--- src/rtl/discrete_audio_pkg.sv ---
// Shared helpers for the discrete-audio filter stages: sample width, saturation,
// RC coefficient math and the substep sequencer state encoding.
package discrete_audio_pkg;

  localparam int SAMPLE_W = 16;

  typedef enum logic [1:0] {
    ST_IDLE,
    ST_STEP_A,
    ST_STEP_B,
    ST_OUT
  } rc_state_e;

  function automatic logic signed [15:0] sat16(input logic signed [17:0] v);
    if (v > 18'sd32767) begin
      return 16'h7fff;
    end else if (v < -18'sd32768) begin
      return 16'h8000;
    end else begin
      return v[15:0];
    end
  endfunction

  function automatic logic signed [17:0] clamp18(input logic signed [39:0] v);
    if (v > 40'sd131071) begin
      return 18'h1ffff;
    end else if (v < -40'sd131072) begin
      return 18'h20000;
    end else begin
      return v[17:0];
    end
  endfunction

  // Coefficient RC/(RC+dt) in Q16; the low-pass stage uses 1 minus this value.
  function automatic logic [63:0] rc_alpha_16(input logic [63:0] r,
                                              input logic [63:0] c_35,
                                              input logic [63:0] fs,
                                              input logic [63:0] substeps);
    logic [63:0] dt_32;
    logic [63:0] rc_32;
    dt_32 = (64'd1 << 32) / (fs * substeps);
    rc_32 = (r * c_35) >> 3;
    return (rc_32 << 16) / (rc_32 + dt_32);
  endfunction

endpackage

--- src/rtl/resistor_capacitor_high_pass_filter.sv ---
// RC high-pass stage: each strobed sample is interpolated into SUBSTEPS
// difference-equation steps sharing one multiplier between strobes.
module resistor_capacitor_high_pass_filter
  import discrete_audio_pkg::*;
#(
  parameter int CLOCK_RATE   = 50000000,
  parameter int SAMPLE_RATE  = 48000,
  parameter int R            = 47000,
  parameter int C_35_SHIFTED = 1615,
  parameter int SUBSTEPS     = 8
) (
  input  logic                clk,
  input  logic                reset,
  input  logic                audio_clk_en,
  input  logic [SAMPLE_W-1:0] in,
  output logic [SAMPLE_W-1:0] out,
  output logic                busy,
  output logic                overrun
);

  localparam int          KSH      = $clog2(SUBSTEPS);
  localparam logic [6:0]  K_LAST   = 7'(SUBSTEPS);
  localparam logic [16:0] ALPHA_16 = 17'(rc_alpha_16(64'(R), 64'(C_35_SHIFTED),
                                                     64'(SAMPLE_RATE), 64'(SUBSTEPS)));

  if ((SUBSTEPS < 1) || (SUBSTEPS > 64) || ((SUBSTEPS & (SUBSTEPS - 1)) != 0)) begin : g_bad_substeps
    $error("SUBSTEPS must be a power of two in 1..64");
  end
  if ((2 * SUBSTEPS + 2) > (CLOCK_RATE / SAMPLE_RATE)) begin : g_bad_rate
    $error("not enough clock cycles per sample for SUBSTEPS");
  end

  rc_state_e          state_q;
  logic signed [15:0] x_prev_q, x_new_q, out_q;
  logic signed [16:0] x_sub_prev_q;
  logic signed [17:0] d_q, y_q;
  logic [6:0]         k_q;
  logic               busy_q, overrun_q;

  logic signed [16:0] diff, x_k;
  logic signed [24:0] ramp;
  logic signed [17:0] d_d, y_d;
  logic signed [18:0] acc;
  logic signed [36:0] prod;

  // x_k walks linearly from x_prev to x_new, landing exactly on x_new at k == SUBSTEPS.
  always_comb begin
    diff = 17'(x_new_q) - 17'(x_prev_q);
    ramp = (25'(diff) * $signed({18'd0, k_q})) >>> KSH;
    x_k  = 17'(x_prev_q) + 17'(ramp);
    d_d  = 18'(x_k) - 18'(x_sub_prev_q);
    acc  = 19'(y_q) + 19'(d_q);
    prod = 37'(acc) * $signed({20'd0, ALPHA_16});
    y_d  = clamp18(40'(prod >>> 16));
  end

  always_ff @(posedge clk or posedge reset) begin
    if (reset) begin
      state_q      <= ST_IDLE;
      x_prev_q     <= '0;
      x_new_q      <= '0;
      x_sub_prev_q <= '0;
      d_q          <= '0;
      y_q          <= '0;
      k_q          <= '0;
      out_q        <= '0;
      busy_q       <= 1'b0;
      overrun_q    <= 1'b0;
    end else begin
      overrun_q <= 1'b0;
      case (state_q)
        ST_IDLE: begin
          if (audio_clk_en) begin
            x_new_q <= in;
            k_q     <= 7'd1;
            busy_q  <= 1'b1;
            state_q <= ST_STEP_A;
          end
        end
        ST_STEP_A: begin
          if (audio_clk_en) begin
            // Abandon: resume the ramp from the last interpolated point reached.
            overrun_q <= 1'b1;
            x_prev_q  <= 16'(x_sub_prev_q);
            x_new_q   <= in;
            k_q       <= 7'd1;
          end else begin
            d_q          <= d_d;
            x_sub_prev_q <= x_k;
            state_q      <= ST_STEP_B;
          end
        end
        ST_STEP_B: begin
          if (audio_clk_en) begin
            overrun_q <= 1'b1;
            x_prev_q  <= 16'(x_sub_prev_q);
            x_new_q   <= in;
            k_q       <= 7'd1;
            state_q   <= ST_STEP_A;
          end else begin
            y_q <= y_d;
            if (k_q == K_LAST) begin
              state_q <= ST_OUT;
            end else begin
              k_q     <= k_q + 7'd1;
              state_q <= ST_STEP_A;
            end
          end
        end
        ST_OUT: begin
          out_q    <= sat16(y_q);
          x_prev_q <= x_new_q;
          if (audio_clk_en) begin
            x_new_q <= in;
            k_q     <= 7'd1;
            state_q <= ST_STEP_A;
          end else begin
            busy_q  <= 1'b0;
            state_q <= ST_IDLE;
          end
        end
        default: begin
          busy_q  <= 1'b0;
          state_q <= ST_IDLE;
        end
      endcase
    end
  end

  assign out     = out_q;
  assign busy    = busy_q;
  assign overrun = overrun_q;

endmodule

--- config.mk ---
export PLATFORM = sky130hd
export DESIGN_NAME = resistor_capacitor_high_pass_filter
export DESIGN_NICKNAME = d
export VERILOG_FILES = /design/src/rtl/discrete_audio_pkg.sv /design/src/rtl/resistor_capacitor_high_pass_filter.sv
export SDC_FILE = /design/constraint.sdc
export NUM_CORES = 1
export LEC_CHECK = 0
export CAP_MARGIN = 25
export CORE_MARGIN = 1.5
export CORE_UTILIZATION = 60
export CTS_BUF_LIST = sky130_fd_sc_hd__clkbuf_4 sky130_fd_sc_hd__clkbuf_8
export DETAILED_ROUTE_END_ITERATION = 6
export PLACE_DENSITY = 0.77
export REMOVE_ABC_BUFFERS = 1
export SYNTH_ARGS = -nofsm -noshare
export SYNTH_HDL_FRONTEND = slang
export SYNTH_SLANG_ARGS = --single-unit
--- constraint.sdc ---
create_clock -name clk -period 15.1 [get_ports clk]
set_input_delay 1.51 -clock clk [delete_from_list [all_inputs] [get_ports clk]]
set_output_delay 1.51 -clock clk [all_outputs]
set_load 0.05 [all_outputs]
# Word-level counts from Yosys, hierarchy flattened
# Index checks and enable logic that the tools add are counted.
[classes]
addsub = 5
eq_ne = 11
shift = 0
div_mod_pow = 0
bitwise_logic = 1
magnitude_cmp = 4
reduce_logical = 12
n_mul = 2
n_mux = 23
[op_table]
columns = ["op", "count"]
rows = [
  ["16-bit 2-to-1 mux", 5],
  ["18-bit 2-to-1 mux", 2],
  ["19-bit by 16-bit multiplier with 35-bit output, second input constant", 1],
  ["16-bit one-hot mux with 2 select lines", 1],
  ["7-bit 2-to-1 mux", 3],
  ["20-bit by 18-bit > comparator with 1-bit output, second input constant", 1],
  ["20-bit by 18-bit < comparator with 1-bit output, second input constant", 1],
  ["17-bit by 8-bit multiplier with 20-bit output", 1],
  ["18-bit by 18-bit adder with 19-bit output", 1],
  ["18-bit by 16-bit > comparator with 1-bit output, second input constant", 1],
  ["18-bit by 16-bit < comparator with 1-bit output, second input constant", 1],
  ["17-bit by 17-bit subtractor with 18-bit output", 1],
  ["16-bit by 17-bit adder with 17-bit output", 1],
  ["16-bit by 16-bit subtractor with 17-bit output", 1],
  ["7-bit one-hot mux with 2 select lines", 1],
  ["2-bit AND reduction", 5],
  ["2-bit 2-to-1 mux", 4],
  ["2-bit one-hot mux with 4 select lines", 1],
  ["7-bit by 1-bit adder with 7-bit output, second input constant", 1],
  ["7-bit by 4-bit == test with 1-bit output, second input constant", 1],
  ["2-bit by 1-bit != test with 1-bit output, second input constant", 3],
  ["2-bit != test, second input constant", 3],
  ["1-bit 2-to-1 mux", 5],
  ["2-bit == test, second input constant", 2],
  ["other kinds (10)", 11],
]
[word_totals]
elab_cells = 68
mem_bits_ro = 0
in_bits = 19
n_memories = 0
mem_bits_rw = 0
output_inout_bits = 18
latchBits = 0
regBits = 112

# Longest topological paths before layout
# Gate-level depths: netlist of the first run.
[depth]
ltp_word = 5
mapped_depth = 37
depth_no_buf = 37

# Least setup slack after synthesis of the first run
# Ideal clock, no wire load.
[synth_timing]
kind = "register to register"
start = "reg y_q[0]"
end = "reg y_q[10]"
synth_period_minus_slack_ns = 8.941
stages_incl_launch_ff = 34
setup_time_ns = 0.126
arrival_time_ns = 8.815
path_buffers = 2
path_slack_ns = 6.159
t_required_ns = 14.974
cell_sequence = "dfrtp_1 -> ha_1 -> fa_1 -> a21o_1 -> a211oi_2 -> o31ai_4 -> a31o_1 -> o311a_1 -> o21a_1 -> o31a_1 -> buf_2 -> inv_1 -> ha_1 -> xnor2_2 -> xnor2_1 -> ha_1 -> fa_1 -> fa_1 -> fa_1 -> inv_1 -> fa_1 -> inv_1 -> ha_1 -> a21o_1 -> a21o_1 -> a21o_1 -> a21o_1 -> a211oi_1 -> o21ai_0 -> a41oi_2 -> xnor2_2 -> a22o_1 -> buf_6 -> a221o_1"
[synth_via]
elab_chain_cells = 5
word_cells_on_any_way = 6
classes_between = "add/sub (1); mul (1); order compare (2); mux (2)"
[synth_rtl]
columns = ["element", "line", "source"]
rows = [
  ["start: declaration", "resistor_capacitor_high_pass_filter.sv:36", "logic signed [17:0] d_q, y_q;"],
  ["start signal: assignment", "resistor_capacitor_high_pass_filter.sv:101", "y_q <= y_d;"],
  ["18-bit by 18-bit adder with 19-bit output *", "resistor_capacitor_high_pass_filter.sv:52", "acc = 19'(y_q) + 19'(d_q);"],
  ["19-bit by 16-bit multiplier with 35-bit output *", "resistor_capacitor_high_pass_filter.sv:53", "prod = 37'(acc) * $signed({20'd0, ALPHA_16});"],
  ["20-bit by 18-bit < comparator with 1-bit output", "discrete_audio_pkg.sv:27", "end else if (v < -40'sd131072) begin"],
  ["18-bit 2-to-1 mux", "discrete_audio_pkg.sv:27", ""],
  ["18-bit 2-to-1 mux *", "discrete_audio_pkg.sv:25", "if (v > 40'sd131071) begin"],
]
# Every way passes the cells marked *; elsewhere a longest branch is shown, timed or not.
# A chain may end at the register's enable or synchronous reset.

# Final worst setup path of the first run
[layout_timing]
start = "reg y_q[0]"
end = "reg y_q[2]"
# Same word-level chain as after synthesis.

==> metrics.md, run 1 <==
| Metric | Value |
|---|---|
| MaxCap Viol Count | 0 |
| Period utilization | 67.1% |
| Kind of end point of the critical path | flip-flop |
| Synthesis-stage register bit count | 112 |
| Headroom to the max-slew limit | 37.2% |
| Maximum fanout count along the critical path | 18 |
| Status | finished clean |
| Maximum number of pins on one net before global-route repair | 61 |
| Fraction of the yosys area taken by sequential cells | 15.1% |
| Number of design-rule violations left by the first detailed-router iteration | 834 |
| Setup bufs post-CTS | 0 |
| Gates resized, CTS repair | 0 |
| Total clock buffers created by CTS | 9 |
| Number of warnings reported in the yosys synthesis log | 0 |
| Vias per Instance | 5.70 |
| Highest clock rate | 98.7 MHz |
| Top cells by instance count after synthesis | sky130_fd_sc_hd__inv_1, sky130_fd_sc_hd__ha_1, sky130_fd_sc_hd__fa_1 |
| Worst hold path class | reg2reg |
| Wire length after detailed routing | 43,000 um |
| Highest routing layer actually used | met4 |
| Buffer levels on the longest clock path | 2 |
| Cell seen most often among critical-path stages | sky130_fd_sc_hd__fa_1 |
| Average wire per standard cell | 17.3 um |
| Setup crit start kind | flip-flop |
| Final count of negative-setup-slack endpoints | 0 |
| H-tree levels | 3 |
| Chip height | 179 um |
| Data required time of the critical path | 15.40 ns |
| Worst-path clk slew | 0.11 ns |
| Total iterations of the first detailed-routing run | 6 |
| DPL Wire Length | 35,600 um |
| Layout cells sized above 1 | 4.45% |
| Clock root cell | sky130_fd_sc_hd__clkbuf_8 |
| Weighted congestion at the end of routability-driven global placement | 0.930 |
| Avg Inst Size Synth | 8.97 um^2 |
| Met2 routed WL | 19,700 um |
| Fraction of registers with async set or reset after synthesis | 100% |
| Count leader, synth | sky130_fd_sc_hd__inv_1 |
| Wire length the detailed router placed on met1 | 20,600 um |
| Largest stage delay, worst path | 0.64 ns |
| # DRC | 0 |
| Antenna violations before repair | 0 |
| Floorplan row count | 64 |
| Share of the synthesized area in the top cell type | 23.6% |
| Wire length of the first global-routing pass | 71,800 um |
| Clock latency of the later-clocked register in the worst-skew pair | 0.39 ns |
| Initial core utilization | 60.8% |
| Total number of clock tree sinks | 112 |
| Number of global-route vias before repair | 14,666 |
| Final Hold Fails | 0 |
| Port Buffer Count | 36 |
| Cts-stage hold buffer count | 0 |
| IO Count | 37 |
| Instance count of the mapped netlist | 2,075 |
| Die Span X | 179 um |
| Core area | 0.0306 mm^2 |
| Die Footprint | 0.0321 mm^2 |
| Final nets | 2,564 |
| Routed via count | 14,171 |
| Residual antenna-violating net count after detailed routing | 0 |
| Hold path startpoint | d_q[7] |
| Total instance count after detailed placement | 2,471 |
| Synth unique cells | 77 |
| Min Tclk post-route | 10.13 ns |
| Primary flip-flop cell chosen by synthesis mapping | sky130_fd_sc_hd__dfrtp_1 |
| Final Skew | 0.0172 ns |
| Critical-path cell with the highest stage delay | sky130_fd_sc_hd__inv_1 |
| Biggest area consumer among synthesized cells | sky130_fd_sc_hd__fa_1 |
| Number of flops mapped to enable cells by yosys | 0 |
| Met3 wire len | 2030 um |
| Setup crit start | y_q[0] |
| RSZ-0062 raised after global routing | no |
| Crit Reg-Reg Startpoint | y_q[0] |
| Syn-to-layout area delta | 5.12% |
| Worst slew pin tran | 0.935 ns |
| Arrival @ worst endpoint | 10.43 ns |
| Total global routing overflow | 0 |
| Count of non-filler cells in the finished layout | 2,488 |
| Worst setup path category | reg2reg |
| Top cells by area in the synthesized netlist | sky130_fd_sc_hd__fa_1, sky130_fd_sc_hd__ha_1, sky130_fd_sc_hd__dfrtp_1, sky130_fd_sc_hd__inv_1, sky130_fd_sc_hd__xnor2_1 |
| Final Hold Slack | 0.503 ns |
| Ant diodes | 0 |
| Final slew viol count | 0 |
| Global-route usage over all layers | 28.4% |
| Sum of negative setup slack | 0 ns |
| TritonCTS clock tree | built |
| Post-synthesis cell area | 0.0186 mm^2 |
## routing by layer
metal | global-route usage [%] | up-vias
met5 | 0 | -
met4 | 5.17 | 0
met3 | 3.41 | 56
met2 | 46.3 | 340
met1 | 41.0 | 6996
li1 | - | 6779
## metrics by stage
| step | util [%] | instance area (um^2) | worst slack (ns) |
|---|---|---|---|
| 4_1_cts | 63.9 | 19600 | 5.05 |
| 6_report | 64.0 | 19600 | 4.97 |
| 3_5_place_dp | 63.3 | 19400 | 5.11 |
| 3_3_place_gp | 63.3 | 19400 | 5.40 |
| 5_1_grt | 64.0 | 19600 | 4.31 |
| 2_1_floorplan | - | 18400 | 6.22 |
## path summary, 6_finish.rpt
kind	slack, ns	endpoint	cells after the start
min in group asynchronous	1.55	out[1]	2
max reg2reg	4.97	y_q[2]	30
min	0.50	d_q[7]	2
max in group asynchronous	12.28	x_sub_prev_q[13]	3
min reg2reg	0.50	d_q[7]	2
max	4.97	y_q[2]	30
## worst max-delay path: cells and delay by family, from the launching register on
family	cells	cell delay, ns
adder cells (fa/ha/maj)	9	3.70
buffers and inverters	3	0.73
flip-flops	1	0.44
XOR/XNOR	3	1.12
AO/OA/AOI/OAI	15	4.01
## placed cells by master, fill, tap and decap left out, types with 33 or more instances in the layout
| cell | Yosys | routed |
|---|---|---|
| sky130_fd_sc_hd__mux2_2 | 33 | 33 |
| sky130_fd_sc_hd__inv_1 | 431 | 430 |
| sky130_fd_sc_hd__clkdlybuf4s50_1 | 0 | 36 |
| sky130_fd_sc_hd__a21oi_1 | 85 | 84 |
| sky130_fd_sc_hd__nand2_1 | 128 | 128 |
| sky130_fd_sc_hd__fa_1 | 219 | 219 |
| sky130_fd_sc_hd__ha_1 | 239 | 238 |
| sky130_fd_sc_hd__o21ai_0 | 108 | 108 |
| sky130_fd_sc_hd__a21o_1 | 41 | 41 |
| sky130_fd_sc_hd__nor2_1 | 94 | 94 |
| sky130_fd_sc_hd__xor2_1 | 43 | 43 |
| sky130_fd_sc_hd__and2_1 | 75 | 75 |
| sky130_fd_sc_hd__xnor2_1 | 82 | 82 |
| sky130_fd_sc_hd__dfrtp_1 | 112 | 112 |
## flip-flops by register name, indices dropped and copies added (netlist names), 2 cells and up
signal,count
d_q,18
out,16
state_q,2
x_prev_q,16
y_q,18
x_sub_prev_q,17
x_new_q,16
k_q,7
## area by class of cell
class	instances	area (um^2)
Timing Repair Buffer	50	465
Clock inverter	7	60.1
Inverter	433	1630
Tap cell	396	495
Sequential cell	112	2800
Multi-Input combinational cell	1481	14000
Fill cell	2612	11000
Clock buffer	9	124
## cells by family (layout without fill, tap and decap cells)
kind of cell | Yosys count | in the layout | share of synthesized area (%)
buf+inv | 483 | 499 | 9.84
fa+ha+maj | 460 | 460 | 39.7
simple gates | 446 | 446 | 11.8
compound gates | 384 | 384 | 13.7
xor+xnor | 131 | 131 | 6.47
flops | 112 | 112 | 15.1
mux | 57 | 57 | 3.29
other cells | 2 | 3 | 0.0404
Power of run 1 is not shown: default switching activity piles up to over one toggle a cycle in this logic, so the estimate is an artifact.
==> run 2, diff against run 1 <==
Settings changed: PLACE_DENSITY 0.77 to 0.8.
Clock period 15.1 ns to 8.6 ns, I/O delays scaled along.
==> metrics.md, run 2 (synthesis results as in run 1) <==
| Metric | Value |
|---|---|
| Status | finished clean |
| Routed via count | 14,832 (+4.7%) |
| Worst slew pin tran | 0.890 ns (-0.0456 ns) |
| Final slew viol count | 0 (unchanged) |
| Port Buffer Count | 36 (unchanged) |
| Largest stage delay, worst path | 0.55 ns (-0.09 ns) |
| H-tree levels | 3 (unchanged) |
| Register area | 0.00280 mm^2 (about the same) |
| Period utilization | 98.0% (+31 points) |
| Headroom to the max-slew limit | 40.7% (+3.5 points) |
| Standard cell area after detailed placement | 0.0198 mm^2 (+2.4%) |
| Average wire per standard cell | 17.8 um (+3.1%) |
| # DRC | 0 (unchanged) |
| Floorplan row count | 64 (unchanged) |
| Final worst slack | 0.176 ns (-4.79 ns) |
| Hold path startpoint | d_q[11] |
| Crit Reg-Reg Startpoint | y_q[1] |
| Arrival @ worst endpoint | 8.72 ns (-1.71 ns) |
| Pre-CTS WS | -0.287 ns (-5.39 ns) |
| Maximum number of pins on one net before global-route repair | 79 (+30%) |
| Clock latency of the later-clocked register in the worst-skew pair | 0.40 ns (about the same) |
| Die Footprint | 0.0321 mm^2 (unchanged) |
| Cts-stage hold buffer count | 0 (unchanged) |
| Final Skew | 0.0153 ns (-0.00188 ns) |
| IO Count | 37 (unchanged) |
| Final Hold Slack | 0.507 ns (+0.00396 ns) |
| Buffer levels on the longest clock path | 2 (unchanged) |
| Wire length of the first global-routing pass | 74,600 um (+3.9%) |
| Setup crit start kind | flip-flop |
| Kind of end point of the critical path | flip-flop |
| Total iterations of the first detailed-routing run | 5 (-1) |
| Post-route core utilization | 68.3% (+4.3 points) |
| Final count of negative-setup-slack endpoints | 0 (unchanged) |
| Worst-path clk slew | 0.12 ns (about the same) |
| Min Tclk post-route | 8.42 ns (-1.71 ns) |
| Weighted congestion at the end of routability-driven global placement | 0.927 (-0.27%) |
| Wire length after detailed routing | 45,800 um (+6.6%) |
| Commonest non-fill, non-tap cell in the layout | sky130_fd_sc_hd__inv_1 |
| Global-route usage over all layers | 29.6% (+1.2 points) |
| Final Hold Fails | 0 (unchanged) |
| Final std cell area, no fill | 0.0209 mm^2 (+6.8%) |
| Total clock buffers created by CTS | 9 (unchanged) |
| DPL Wire Length | 37,100 um (+4.1%) |
| Core area | 0.0306 mm^2 (unchanged) |
| Worst hold path class | reg2reg |
| Cell seen most often among critical-path stages | sky130_fd_sc_hd__fa_1 |
| Layout cells sized above 1 | 12.6% (+8.2 points) |
| Highest clock rate | 119 MHz (+20%) |
| Antenna violations before repair | 0 (unchanged) |
| Worst setup path category | reg2reg |
| Initial core utilization | 60.8% (unchanged) |
| Vias per Instance | 5.76 (+1.2%) |
| Residual antenna-violating net count after detailed routing | 0 (unchanged) |
| Largest registers ranked by flip-flop count | d_q x18, y_q x18, x_sub_prev_q x17 |
| Number of global-route vias before repair | 15,026 (+2.5%) |
| Syn-to-layout area delta | 12.2% |
| Setup crit start | y_q[1] |
| Critical-path cell with the highest stage delay | sky130_fd_sc_hd__fa_1 |
| Top library cells by usage in the layout, fill and taps aside | sky130_fd_sc_hd__inv_1, sky130_fd_sc_hd__ha_1, sky130_fd_sc_hd__fa_1 |
| Total global routing overflow | 0 (unchanged) |
| Area used by multi-input combinational logic | 0.0146 mm^2 (+4.5%) |
| Die Span X | 179 um (unchanged) |
| Final nets | 2,648 (+3.3%) |
| Clock root cell | sky130_fd_sc_hd__clkbuf_8 |
| MaxCap Viol Count | 0 (unchanged) |
| Number of design-rule violations left by the first detailed-router iteration | 990 (+19%) |
| Total number of clock tree sinks | 112 (unchanged) |
| Number of fillers in the final layout | 2,421 (-7.3%) |
| Maximum fanout count along the critical path | 9 (-9) |
| TritonCTS clock tree | built |
| Chip height | 179 um (unchanged) |
| Data required time of the critical path | 8.89 ns (-6.51 ns) |
-- run 2: cell types whose count changed in the layout (fill, tap and decap cells not counted), sizes merged --
cell,before,now
clkbuf,9,10
inv,437,438
o211a,1,2
buf,14,96
clkinvlp,2,0
a22o,2,3
diode,0,1
-- run 2: final timing paths --
kind | endpoint | slack [ns] | depth (start not counted)
max | y_q[13] | 0.18 | 30
min | d_q[11] | 0.51 | 2
max reg2reg | y_q[13] | 0.18 | 30
min reg2reg | d_q[11] | 0.51 | 2
max in group asynchronous | x_new_q[12] | 6.73 | 4
min in group asynchronous | out[8] | 0.83 | 2
-- run 2: through the flow --
stage               std cells  TNS (ns)
CTS                      2548         0
global placement         2530    -0.111
finish                   2573         0
global route             2572     -1.25
detailed placement       2531     -1.53
floorplan                2026     -3.93
-- run 2: cell type report --
class	count	area share [%]
multi-input cells	1483	70.0
flip-flops and latches	112	13.4
inverters	433	7.79
repair buffers	132	5.48
well taps	396	2.37
clock buffers	10	0.629
clock inverters	6	0.276
diodes	1	0.0120
-- run 2: critical path, delay by kind of cell (launching register included) --
| kind | cells | cell delay (ns) |
|---|---|---|
| AOI/OAI and AO/OA | 12 | 2.89 |
| xor gates and xnor gates | 1 | 0.18 |
| adders and majority gates | 8 | 3.29 |
| buffers and inverters | 5 | 0.48 |
| DFF | 1 | 0.48 |
| and+or+nand+nor | 4 | 0.99 |
-- run 2: routing by layer --
layer	vias to the layer above	wire [um]	GRT usage [%]
met5	-	0	0
met4	0	1120	7.85
met3	88	2950	5.00
met2	497	21300	47.0
met1	7290	20400	41.8
li1	6957	-	-
-- run 2: what timing repair did --
item,4_1_cts,5_1_grt
pin swaps,4,80
gates resized for setup,16,119
buffers inserted,1,21
endpoints found under the setup margin,16,23
gates cloned,0,2
Power of run 2 is left out for the same reason.
==> run 3, diff against run 2 <==
Settings changed: GPL_ROUTABILITY_DRIVEN from default to 0.
==> metrics.md, run 3 (synthesis results as in run 1) <==
| Metric | Value |
|---|---|
| Status | finished clean |
| Number of design-rule violations left by the first detailed-router iteration | 1,155 (+17%) |
| Final Skew | 0.0164 ns (+0.00112 ns) |
| Worst slew pin tran | 0.868 ns (-0.0220 ns) |
| Syn-to-layout area delta | 11.7% |
| Layout cells sized above 1 | 12.5% (-0.11 points) |
| Register area | 0.00280 mm^2 (unchanged) |
| Cts-stage hold buffer count | 0 (unchanged) |
| Sum of negative setup slack | 0 ns (unchanged) |
| Min Tclk post-route | 8.35 ns (-0.0727 ns) |
| Maximum number of pins on one net before global-route repair | 63 (-20%) |
| Hold Path Depth | 2 (unchanged) |
| Wire length after detailed routing | 45,800 um (about the same) |
| Buffer levels on the longest clock path | 2 (unchanged) |
| Total number of clock tree sinks | 112 (unchanged) |
| Kind of end point of the critical path | flip-flop |
| Die Footprint | 0.0321 mm^2 (unchanged) |
| Number of buffer and inverter instances along the worst setup path | 4 (-1) |
| Chip height | 179 um (unchanged) |
| Top library cells by usage in the layout, fill and taps aside | sky130_fd_sc_hd__inv_1, sky130_fd_sc_hd__ha_1, sky130_fd_sc_hd__fa_1 |
| Number of global-route vias before repair | 14,933 (-0.62%) |
| Worst-path clk slew | 0.12 ns (about the same) |
| Average wire per standard cell | 17.8 um (about the same) |
| Highest clock rate | 120 MHz (+0.87%) |
| Total iterations of the first detailed-routing run | 6 (+1) |
| Final slew viol count | 0 (unchanged) |
| Commonest non-fill, non-tap cell in the layout | sky130_fd_sc_hd__inv_1 |
| Residual antenna-violating net count after detailed routing | 0 (unchanged) |
| DPL Wire Length | 36,700 um (-1.1%) |
| Crit Reg-Reg Startpoint | x_prev_q[1] |
| Largest registers ranked by flip-flop count | d_q x18, y_q x18, x_sub_prev_q x17 |
| IO Count | 37 (unchanged) |
| Hold path startpoint | d_q[10] |
| Worst hold path class | reg2reg |
| Arrival @ worst endpoint | 8.70 ns (-0.02 ns) |
| Cell type group with the largest total delay on the critical path | adder cells |
| Post-route core utilization | 67.9% (-0.34 points) |
| # DRC | 0 (unchanged) |
| Final count of negative-setup-slack endpoints | 0 (unchanged) |
| Reg-to-reg endpoint | d_q[16] |
| Ant diodes | 0 (-1) |
| Period utilization | 97.1% (-0.85 points) |
| Total instance count after detailed placement | 2,531 (unchanged) |
| Floorplan row count | 64 (unchanged) |
| Area used by multi-input combinational logic | 0.0145 mm^2 (-0.80%) |
| Port Buffer Count | 36 (unchanged) |
| Critical-path cell with the highest stage delay | sky130_fd_sc_hd__fa_1 |
| Largest stage delay, worst path | 0.55 ns (about the same) |
| Final Hold Slack | 0.507 ns (+0.000434 ns) |
| Data required time of the critical path | 8.95 ns (+0.06 ns) |
| Count of non-filler cells in the finished layout | 2,576 (+0.12%) |
| Worst setup path category | reg2reg |
| Final Hold Fails | 0 (unchanged) |
| Count of cells along the worst register-to-register path | 34 (+13%) |
| H-tree levels | 3 (unchanged) |
| End point of the worst hold path | d_q[10] |
| Wire length of the first global-routing pass | 73,600 um (-1.3%) |
| Worst-case register-to-register setup slack | 0.25 ns (+0.07 ns) |
| Clock latency of the later-clocked register in the worst-skew pair | 0.41 ns (about the same) |
| Clock root cell | sky130_fd_sc_hd__clkbuf_8 |
| Core area | 0.0306 mm^2 (unchanged) |
| Total global routing overflow | 0 (unchanged) |
| Vias per Instance | 5.78 (+0.26%) |
| Global-route usage over all layers | 29.0% (-0.54 points) |
| Headroom to the max-slew limit | 42.1% (+1.5 points) |
| Die Span X | 179 um (unchanged) |
| Initial core utilization | 60.8% (unchanged) |
| Routed via count | 14,888 (+0.38%) |
| Final nets | 2,652 (+0.15%) |
| Setup crit start kind | flip-flop |
| TritonCTS clock tree | built |
| Number of fillers in the final layout | 2,338 (-3.4%) |
| MaxCap Viol Count | 0 (unchanged) |
| Total clock buffers created by CTS | 9 (unchanged) |
| Maximum fanout count along the critical path | 6 (-3) |
| Antenna violations before repair | 1 (+1) |
## run 3: changes by cell type in the layout (fill, tap and decap cells not counted), sizes merged
| cell | before | now |
|---|---|---|
| buf | 96 | 101 |
| o211a | 2 | 1 |
| diode | 1 | 0 |
| inv | 438 | 436 |
| clkinvlp | 0 | 2 |
## run 3: metrics by stage
step           setup slack (ns)  area [um^2]
3_5_place_dp             -0.279        19800
6_report                  0.249        20800
2_1_floorplan            -0.283        18400
4_1_cts                  0.0103        20100
3_3_place_gp             -0.130        19800
5_1_grt                 -0.0795        20800
## run 3: how the worst max path moves through the flow
stage / startpoint / slack (ns) / cells past startpoint / end
global placement: x_prev_q[1] / -0.13 / 34 / d_q[16]
floorplan: y_q[0] / -0.28 / 31 / y_q[10]
detailed placement: x_prev_q[1] / -0.28 / 34 / d_q[16]
finish: x_prev_q[1] / 0.25 / 34 / d_q[16]
CTS: x_prev_q[1] / 0.01 / 34 / d_q[16]
global route: y_q[0] / -0.08 / 34 / y_q[6]
## run 3: final cells by class
| type | instances | share of cell area (%) |
|---|---|---|
| flip-flops and latches | 112 | 13.5 |
| repair buffers | 137 | 5.56 |
| multi-input cells | 1482 | 69.8 |
| inverters | 433 | 7.83 |
| clock buffers | 10 | 0.632 |
| well taps | 396 | 2.38 |
| clock inverters | 6 | 0.301 |
## run 3: worst min-delay path: stages, from the launching register on
cell and delay, ns:
sky130_fd_sc_hd__dfrtp_1 0.37, sky130_fd_sc_hd__nand2_1 0.05, sky130_fd_sc_hd__o21ai_0 0.06
## run 3: routing by layer
layer | global-route usage [%] | share of wire, % | vias up
met3 | 4.13 | 7.3 | 83
met5 | 0 | 0 | -
met2 | 46.9 | 47 | 514
met4 | 6.75 | 2.2 | 0
met1 | 41.3 | 43 | 7326
li1 | - | - | 6965
## run 3: what timing repair did
item | in CTS | in global routing
cloned | 0 | 1
pin swaps | 3 | 70
setup endpoints to repair | 16 | 21
gates resized for setup | 11 | 107
buffers inserted | 2 | 23
endpoints found under the hold margin | 0 | 0
Power of run 3 is left out for the same reason.
